### src/rtl/clken_pkg.sv
// rtl/clken_pkg.sv - shared widths and defaults for the tick-enable generator
package clken_pkg;

  // Default divisor/counter width in bits
  localparam int CW_DEF = 32;

  // Default divisor: 2 Hz tick and 1 Hz square wave from a 100 MHz clock
  localparam int DIV_INIT_DEF = 49999999;

  // Largest supported channel count and the width of a channel index
  localparam int NCH_MAX = 8;
  localparam int CH_W    = 3;

endpackage

### src/rtl/clken_chan.sv
// rtl/clken_chan.sv - one tick channel: counter, active/pending divisor, tick and square wave
module clken_chan
  import clken_pkg::*;
#(
  parameter int            CW       = CW_DEF,
  parameter logic [CW-1:0] DIV_INIT = CW'(DIV_INIT_DEF)
) (
  input  logic          clk,
  input  logic          clr,
  input  logic          en,
  input  logic          resync,
  input  logic          wr,
  input  logic [CW-1:0] wr_div,
  output logic          tick,
  output logic          sq
);

  logic [CW-1:0] cnt_q, cnt_d;
  logic [CW-1:0] div_act_q, div_act_d;
  logic [CW-1:0] div_pend_q, div_pend_d;
  logic          tick_q, tick_d;
  logic          sq_q, sq_d;

  // Next-state: resync restarts the phase, otherwise count while enabled.
  // The wrap loads the pending divisor as it stood before this edge, so a
  // write landing on the wrap edge only takes effect one period later.
  always_comb begin
    cnt_d      = cnt_q;
    div_act_d  = div_act_q;
    div_pend_d = wr ? wr_div : div_pend_q;
    tick_d     = 1'b0;
    sq_d       = sq_q;
    if (resync) begin
      cnt_d     = '0;
      sq_d      = 1'b0;
      div_act_d = wr ? wr_div : div_pend_q;
    end else if (en) begin
      if (cnt_q == div_act_q) begin
        cnt_d     = '0;
        tick_d    = 1'b1;
        sq_d      = ~sq_q;
        div_act_d = div_pend_q;
      end else begin
        cnt_d = cnt_q + CW'(1);
      end
    end
  end

  // State registers with synchronous clear back to the reset divisor
  always_ff @(posedge clk) begin
    if (clr) begin
      cnt_q      <= '0;
      div_act_q  <= DIV_INIT;
      div_pend_q <= DIV_INIT;
      tick_q     <= 1'b0;
      sq_q       <= 1'b0;
    end else begin
      cnt_q      <= cnt_d;
      div_act_q  <= div_act_d;
      div_pend_q <= div_pend_d;
      tick_q     <= tick_d;
      sq_q       <= sq_d;
    end
  end

  assign tick = tick_q;
  assign sq   = sq_q;

endmodule

### src/rtl/clken_gen.sv
// rtl/clken_gen.sv - multi-channel programmable clock-enable generator
module clken_gen
  import clken_pkg::*;
#(
  parameter int            NCH      = 3,
  parameter int            CW       = CW_DEF,
  parameter logic [CW-1:0] DIV_INIT = CW'(DIV_INIT_DEF)
) (
  input  logic            clk,
  input  logic            clr,
  input  logic            en,
  input  logic            resync,
  input  logic            cfg_wr,
  input  logic [CH_W-1:0] cfg_ch,
  input  logic [CW-1:0]   cfg_div,
  output logic            cfg_ack,
  output logic            cfg_err,
  output logic [NCH-1:0]  tick,
  output logic [NCH-1:0]  sq
);

  // Channel count widened by one bit so NCH_MAX itself is representable
  localparam logic [CH_W:0] NCH_L = (CH_W + 1)'(NCH);

  logic cfg_bad;
  logic cfg_ack_q, cfg_ack_d;
  logic cfg_err_q, cfg_err_d;

  assign cfg_bad = ({1'b0, cfg_ch} >= NCH_L);

  // Acknowledge every write; flag writes aimed at a channel that does not exist
  always_comb begin
    cfg_ack_d = cfg_wr;
    cfg_err_d = cfg_wr & cfg_bad;
  end

  // Ack/err pulse one cycle after the write strobe
  always_ff @(posedge clk) begin
    if (clr) begin
      cfg_ack_q <= 1'b0;
      cfg_err_q <= 1'b0;
    end else begin
      cfg_ack_q <= cfg_ack_d;
      cfg_err_q <= cfg_err_d;
    end
  end

  assign cfg_ack = cfg_ack_q;
  assign cfg_err = cfg_err_q;

  for (genvar i = 0; i < NCH; i++) begin : g_ch
    logic ch_wr;
    assign ch_wr = cfg_wr & (cfg_ch == CH_W'(i));

    clken_chan #(
      .CW       (CW),
      .DIV_INIT (DIV_INIT)
    ) u_chan (
      .clk    (clk),
      .clr    (clr),
      .en     (en),
      .resync (resync),
      .wr     (ch_wr),
      .wr_div (cfg_div),
      .tick   (tick[i]),
      .sq     (sq[i])
    );
  end

endmodule

### config.mk
export PLATFORM = sky130hd
export DESIGN_NAME = clken_gen
export DESIGN_NICKNAME = d
export VERILOG_FILES = /design/src/rtl/clken_pkg.sv /design/src/rtl/clken_chan.sv /design/src/rtl/clken_gen.sv
export SDC_FILE = /design/constraint.sdc
export NUM_CORES = 1
export LEC_CHECK = 0
export CORE_MARGIN = 2
export CORE_UTILIZATION = 56
export DETAILED_ROUTE_END_ITERATION = 10
export PLACE_DENSITY = 0.77
export SLEW_MARGIN = 15
export SYNTH_ARGS = -nofsm -noshare
export SYNTH_HDL_FRONTEND = slang
export SYNTH_HIERARCHICAL = 1
export SYNTH_SLANG_ARGS = --single-unit
export TNS_END_PERCENT = 5
### constraint.sdc
create_clock -name clk -period 1.85 [get_ports clk]
set_input_delay 0.2775 -clock clk [delete_from_list [all_inputs] [get_ports clk]]
set_output_delay 0.2775 -clock clk [all_outputs]
set_load 0.01 [all_outputs]
==> flow_summary.toml, run 1 <==
[yosys]
synth_cells = 1652
synth.cell_area_mm2 = 0.0145
yosysUniqueCellTypes = 39
ys_ff_latch = 296
synth_fp_nets = 1695
yosysSeqAreaShare_pct = 40.9
avgSynthCellArea_um2 = 8.78
ys_warn_count = 6

[clock_network]
cts_tree = "yes"
cts_sinks = 296
clk_path_buf_depth = 3
clkLatencyLatePin_ns = 0.51
clk_pin_slew_worst_paths_ns = 0.05
htree_num_levels = 2
holdBufCountCts = 0
cts_root_buf = "clkbuf_16"
numCtsBuffers = 34

[detailed_routing]
dr.first_iter.drc_count = 1294
firstDrtPassIters = 5
num_vias = 13200
viasPerCell = 6.20
wl_per_cell_um = 19.5
ant_nets = 0
wl_mm = 41.6
drcViolationCount = 0

[global_routing]
grt-ovfl-total = 0
grt_pass1_vias = 12400
grt_pass1_wl_mm = 64.6
antenna_found_initial = 0
grt_max_degree = 43
grt.total_usage_pct = 29.8

[die]
rows = 58
die_w_um = 165
start_util_pct = 57.3
die_h_um = 165
ios = 48
core_mm2 = 0.0253
dieArea_mm2 = 0.0272

[timing]
period_needed_ns = 1.99
worst_slew_pin_slew_ns = 0.417
report.final.setup_viol = 138
fmax_mhz = 502
slew_headroom_pct = 71.9
holdWs_ns = 0.146
post-route-period-util_pct = 108
finalClockSkew_ns = 0.0235
hold_viol = 0
finalMaxSlewViolations = 0
rsz0062_at_grt = "true"
worst_slack_ns = -0.142

[worst_setup_path]
crit_required_ns = 2.25
cp-start-kind = "flop"
cpPeakStageDelay_ns = 0.54
cp_slowest_cell = "or4_4"
reg2reg_slack_ns = -0.14
path_buf_inv = 1
worstSetupStartpoint = "g_ch[2].u_chan/cnt_q[25]$_SDFFE_PP0P_"
cp_cell_sequence = "xor2_1 > or4_1 > or4_4 > buf_4 > nor4_4"
timing.rr.end = "g_ch[2].u_chan/tick$_SDFF_PP0_"
r2r.worst_path.cells = 5
cp.arrival_ns = 2.39
crit_fanout = 4
critical_path_class = "flop to flop"
rr_startpoint = "g_ch[2].u_chan/cnt_q[25]$_SDFFE_PP0P_"
crit_family = "simple AND/OR/NAND/NOR gates"
end_kind = "flop"

[pwr]
p_per_area_mw_per_mm2 = 801
combPwrFrac_pct = 8.1
p_leak_nw = 6.86
p_int_mw = 11.0
power_frac_seq_pct = 46.8
clockPowerShare_pct = 45.1
net-switching-power_mw = 3.39
swShare_pct = 23.5
vdd_drop_max_uv = 908

[outcome]
status = "finished with violations"
violations = "negative setup slack"

[cells_and_area]
final-instance-count-excl-fill = 2135
drive_gt1_share_pct = 17.7
synthToLayoutAreaGrowth_pct = 24.0
nets = 1830
diodes = 0

[run]
maxCapViolCount = 0

[worst_hold_path]
hold_depth = 2
holdCritPathClass = "input port to flop"
min_from = "clr"
hold_end = "g_ch[1].u_chan/div_pend_q[11]$_SDFF_PP0_"

[placement]
dp_cells = 2069
gp_congestion = 1.00
dp_slack_ns = -0.346
port_buffers = 47
place.detailed.hpwl_mm = 28.1
## placed cells by master (no fill, tap or decap), drive strengths merged, types with 4 or more instances in the layout
master / n
nand4: 132
a211o: 54
mux2i: 45
nor2: 99
nor3: 120
buf: 199
nor2b: 109
and2: 6
clkinv: 4
and3: 12
inv: 77
or4: 6
o311a: 39
clkbuf: 48
clkdlybuf4s50: 45
dfxtp: 296
nand2: 84
xor2: 48
nor4: 39
a21oi: 43
nor4b: 4
and4: 24
nand4b: 9
o311ai: 54
nand3: 36
xnor2: 147
## power groups by stage
stage	clock network (mW)	logic, mW	registers, mW
after global routing	6.84	1.26	6.76
after global placement	0	1.07	6.86
final	6.51	1.17	6.74
after CTS	6.56	1.12	6.73
after detailed placement	0	1.10	6.86
after floorplan	0	0.686	6.81
## metrics by stage
| step | total power, mW | cell area [µm²] | setup TNS [ns] | util [%] |
|---|---|---|---|---|
| after floorplan | 7.50 | 14500 | -0.00421 | - |
| after CTS | 14.4 | 17700 | -1.25 | 69.9 |
| after global placement | 7.93 | 16400 | -38.67 | 64.9 |
| after global routing | 14.9 | 18000 | -17.27 | 71.0 |
| after detailed placement | 7.96 | 16400 | -44.43 | 64.9 |
| final | 14.4 | 18000 | -3.79 | 71.0 |
## state kept, by name, summed over array words and instances (netlist names)
signal                  count
g_ch.u_chan/cnt_q          96
g_ch.u_chan/div_act_q      96
g_ch.u_chan/div_pend_q     96
g_ch.u_chan/sq              3
g_ch.u_chan/tick            3
cfg_ack                     1
cfg_err                     1
## worst max-delay path by stage
stage                                                endpoint  slack [ns]  depth (start not counted)
global placement        g_ch[0].u_chan/cnt_q[31]$_SDFFE_PP0P_       -0.33                          7
finish                         g_ch[2].u_chan/tick$_SDFF_PP0_       -0.14                          5
CTS                 g_ch[0].u_chan/div_act_q[13]$_SDFFE_PP1P_       -0.10                          6
global route            g_ch[0].u_chan/cnt_q[28]$_SDFFE_PP0P_       -0.20                          6
floorplan                      g_ch[0].u_chan/sq$_SDFFE_PP0P_      -0.004                          6
detailed placement      g_ch[0].u_chan/cnt_q[31]$_SDFFE_PP0P_       -0.35                          7
## Yosys cell counts
cell type  count  area [µm²]
nand2_1       84         315
o31ai_1        3        22.5
or2_2          3        18.8
and4_1        24         210
nor4b_2        1        15.0
xor2_1        48         420
nor2_1        99         372
buf_2         33         165
o311ai_1      15         131
buf_1          9        33.8
and3_1        12        75.1
o311ai_0      39         342
clkbuf_1      96         360
or3b_2         3        26.3
nor3_1       120         601
or4_1          6        45.0
and4bb_2       2        25.0
a31oi_1        3        18.8
dfxtp_1      296        5930
nand3_1       36         180
nand2b_1       3        18.8
nor4_1        39         244
a211o_1       54         473
xnor2_1      147        1290
ha_1           3        37.5
nor4b_4        3        71.3
nor2b_4        1        13.8
o311a_1       39         390
mux2i_1       45         450
a21oi_1       43         215
nand4b_1       9        78.8
a221o_1        3        30.0
nand4_1      132         826
buf_6          3        33.8
inv_1         75         282
and2_1         6        37.5
nor2b_1      108         676
and2b_1        1        7.51
clkbuf_2       6        30.0
## metal layers
layer,GRT usage (%),part of all wire [%]
met1,39.3,42
met2,48.4,46
met3,4.29,6.8
met4,13.3,4.9
met5,0,0
## cells by family after synthesis
kind of cell / Yosys count / synth area share [%]
simple gates: 692 / 26.6
flops: 296 / 40.9
buf+inv: 222 / 6.24
compound gates: 199 / 11.2
xor+xnor: 195 / 11.8
mux: 45 / 3.11
fa+ha+maj: 3 / 0.259
## final cells by class
class,instances,area (µm²)
clock buffer,46,967
clock inverter,8,100
fill,1844,7330
inverter,75,282
multi-input combinational,1134,7990
sequential,296,5940
tap,330,413
timing repair buffer,246,2300
## repair_timing
action	in CTS	in global routing
pin swaps	7	14
gates cloned	1	3
gates resized for setup	40	35
setup buffers	3	6
setup endpoints to repair	195	197
Note: power is estimated with default switching activity, not from simulation.
==> run 2, diff against run 1 <==
--- a/config.mk
+++ b/config.mk
@@ -6,9 +6,11 @@
 export NUM_CORES = 1
 export LEC_CHECK = 0
 export CORE_MARGIN = 2
-export CORE_UTILIZATION = 56
+export CORE_UTILIZATION = 58
 export DETAILED_ROUTE_END_ITERATION = 10
-export PLACE_DENSITY = 0.77
+export DONT_BUFFER_PORTS = 1
+export PLACE_DENSITY = 0.76
+export RECOVER_POWER = 50
 export SLEW_MARGIN = 15
 export SYNTH_ARGS = -nofsm -noshare
 export SYNTH_HDL_FRONTEND = slang
==> flow_summary.toml, run 2 (synthesis results as in run 1) <==
[detailed_routing]
dr.first_iter.drc_count = 1709
viasPerCell = 6.37
wl_mm = 47.3
drcViolationCount = 0
wl_per_cell_um = 21.4
num_vias = 14100
ant_nets = 0
firstDrtPassIters = 6

[clock_network]
cts_sinks = 296
cts_root_buf = "clkbuf_16"
clk_path_buf_depth = 3
numCtsBuffers = 31
clkLatencyLatePin_ns = 0.57
clk_pin_slew_worst_paths_ns = 0.06
htree_num_levels = 1
cts_tree = "yes"

[cells_and_area]
layout_common_cells = "dfxtp_1, dlygate4sd3_1, nand4_1"
drive_gt1_share_pct = 16.3
synthToLayoutAreaGrowth_pct = 31.4
final-instance-count-excl-fill = 2212
fin_util_pct = 77.9
nets = 1906
reg.largest.list = "g_ch.u_chan/cnt_q x96, g_ch.u_chan/div_act_q x96, g_ch.u_chan/div_pend_q x96"
layout_commonest_cell = "dfxtp_1"

[timing]
finalMaxSlewViolations = 0
period_needed_ns = 2.01
worst_slack_ns = -0.160
fmax_mhz = 497
rsz0062_at_grt = "true"
worst_slew_pin_slew_ns = 0.871
post-route-period-util_pct = 109
slew_headroom_pct = 41.8
hold_viol = 6
holdWs_ns = -0.0359
finalClockSkew_ns = 0.0106
report.final.setup_viol = 149

[global_routing]
grt_pass1_wl_mm = 70.9
grt_pass1_vias = 13500
grt.total_usage_pct = 33.2
antenna_found_initial = 2
grt-ovfl-total = 0
grt_max_degree = 235

[worst_setup_path]
crit_fanout = 50
crit_required_ns = 2.27
cp_cell_sequence = "and4bb_2 > clkbuf_4 > nor2b_1 > a211o_1 > dlygate4sd3_1 > nand2_1 > o311ai_0"
cp_slowest_cell = "dlygate4sd3_1"
cp-start-kind = "input port"
cp.arrival_ns = 2.43
cpPeakStageDelay_ns = 0.59
critical_path_class = "input port to flop"
end_kind = "flop"

[placement]
gp_congestion = 0.934
place.detailed.hpwl_mm = 26.9
port_buffers = 0
dp_cells = 1982
dp_slack_ns = -0.0783

[outcome]
violations = "negative hold slack, negative setup slack"
status = "finished with violations"

[run]
maxCapViolCount = 0

[die]
start_util_pct = 59.3
ios = 48
dieArea_mm2 = 0.0263
die_h_um = 162
die_w_um = 162
rows = 57
core_mm2 = 0.0245

[pwr]
finalPower_mw = 14.6
p_leak_nw = 7.26
p_per_area_mw_per_mm2 = 766
vdd_drop_max_uv = 653

[worst_hold_path]
holdCritPathClass = "input port to flop"
[run 2: cell type report]
type,instances,area (µm²)
diodes,1,2.50
clock buffers,43,881
clock inverters,14,205
fillers,1488,5400
inverters,75,282
multi-input cells,1134,8140
flip-flops and latches,296,5940
well taps,324,405
repair buffers,325,3210
[run 2: per-layer routing]
metal	part of all wire, %	up-vias	global-route usage, %
met3	8.6	172	6.69
met4	4.3	2	13.0
li1	-	6358	-
met1	40	6812	43.4
met5	0.027	-	0
met2	47	740	54.3
[run 2: where the power goes]
group	internal, mW	switching (mW)
sequential	6.57	0.164
combinational	0.587	0.563
clock	4.02	2.69
[run 2: final timing paths]
check,start,slack [ns],end,cells after the start
min reg2reg,g_ch[2].u_chan/div_act_q[12]$_SDFFE_PP1P_,0.51,g_ch[2].u_chan/div_act_q[12]$_SDFFE_PP1P_,2
min,resync,-0.04,g_ch[0].u_chan/div_act_q[3]$_SDFFE_PP1P_,3
max reg2reg,g_ch[2].u_chan/cnt_q[0]$_SDFFE_PP0P_,-0.12,g_ch[2].u_chan/cnt_q[3]$_SDFFE_PP0P_,7
max,cfg_ch[2],-0.16,g_ch[1].u_chan/div_act_q[20]$_SDFFE_PP1P_,7
[run 2: what timing repair did]
item	4_1_cts	5_1_grt
hold buffers	158	4
setup endpoints to repair	133	185
pin swaps	2	22
gates cloned	2	4
hold endpoints to repair	204	60
setup buffers	1	5
resized for setup	24	115
[run 2: per-stage QoR]
| step | hold slack, ns | area (µm²) | setup TNS, ns |
|---|---|---|---|
| floorplan | 0.421 | 14500 | -0.00421 |
| global placement | 0.366 | 15700 | -0.238 |
| detailed placement | 0.367 | 15700 | -1.78 |
| CTS | -0.132 | 18500 | -2.28 |
| global route | 0.0000194 | 19100 | -19.26 |
| finish | -0.0359 | 19100 | -7.16 |
[run 2: critical path: cells and delay by family]
family                 cells  cell delay, ns
buffers and inverters      2            1.17
AND/OR/NAND/NOR            3            0.55
AO/OA/AOI/OAI              2            0.40
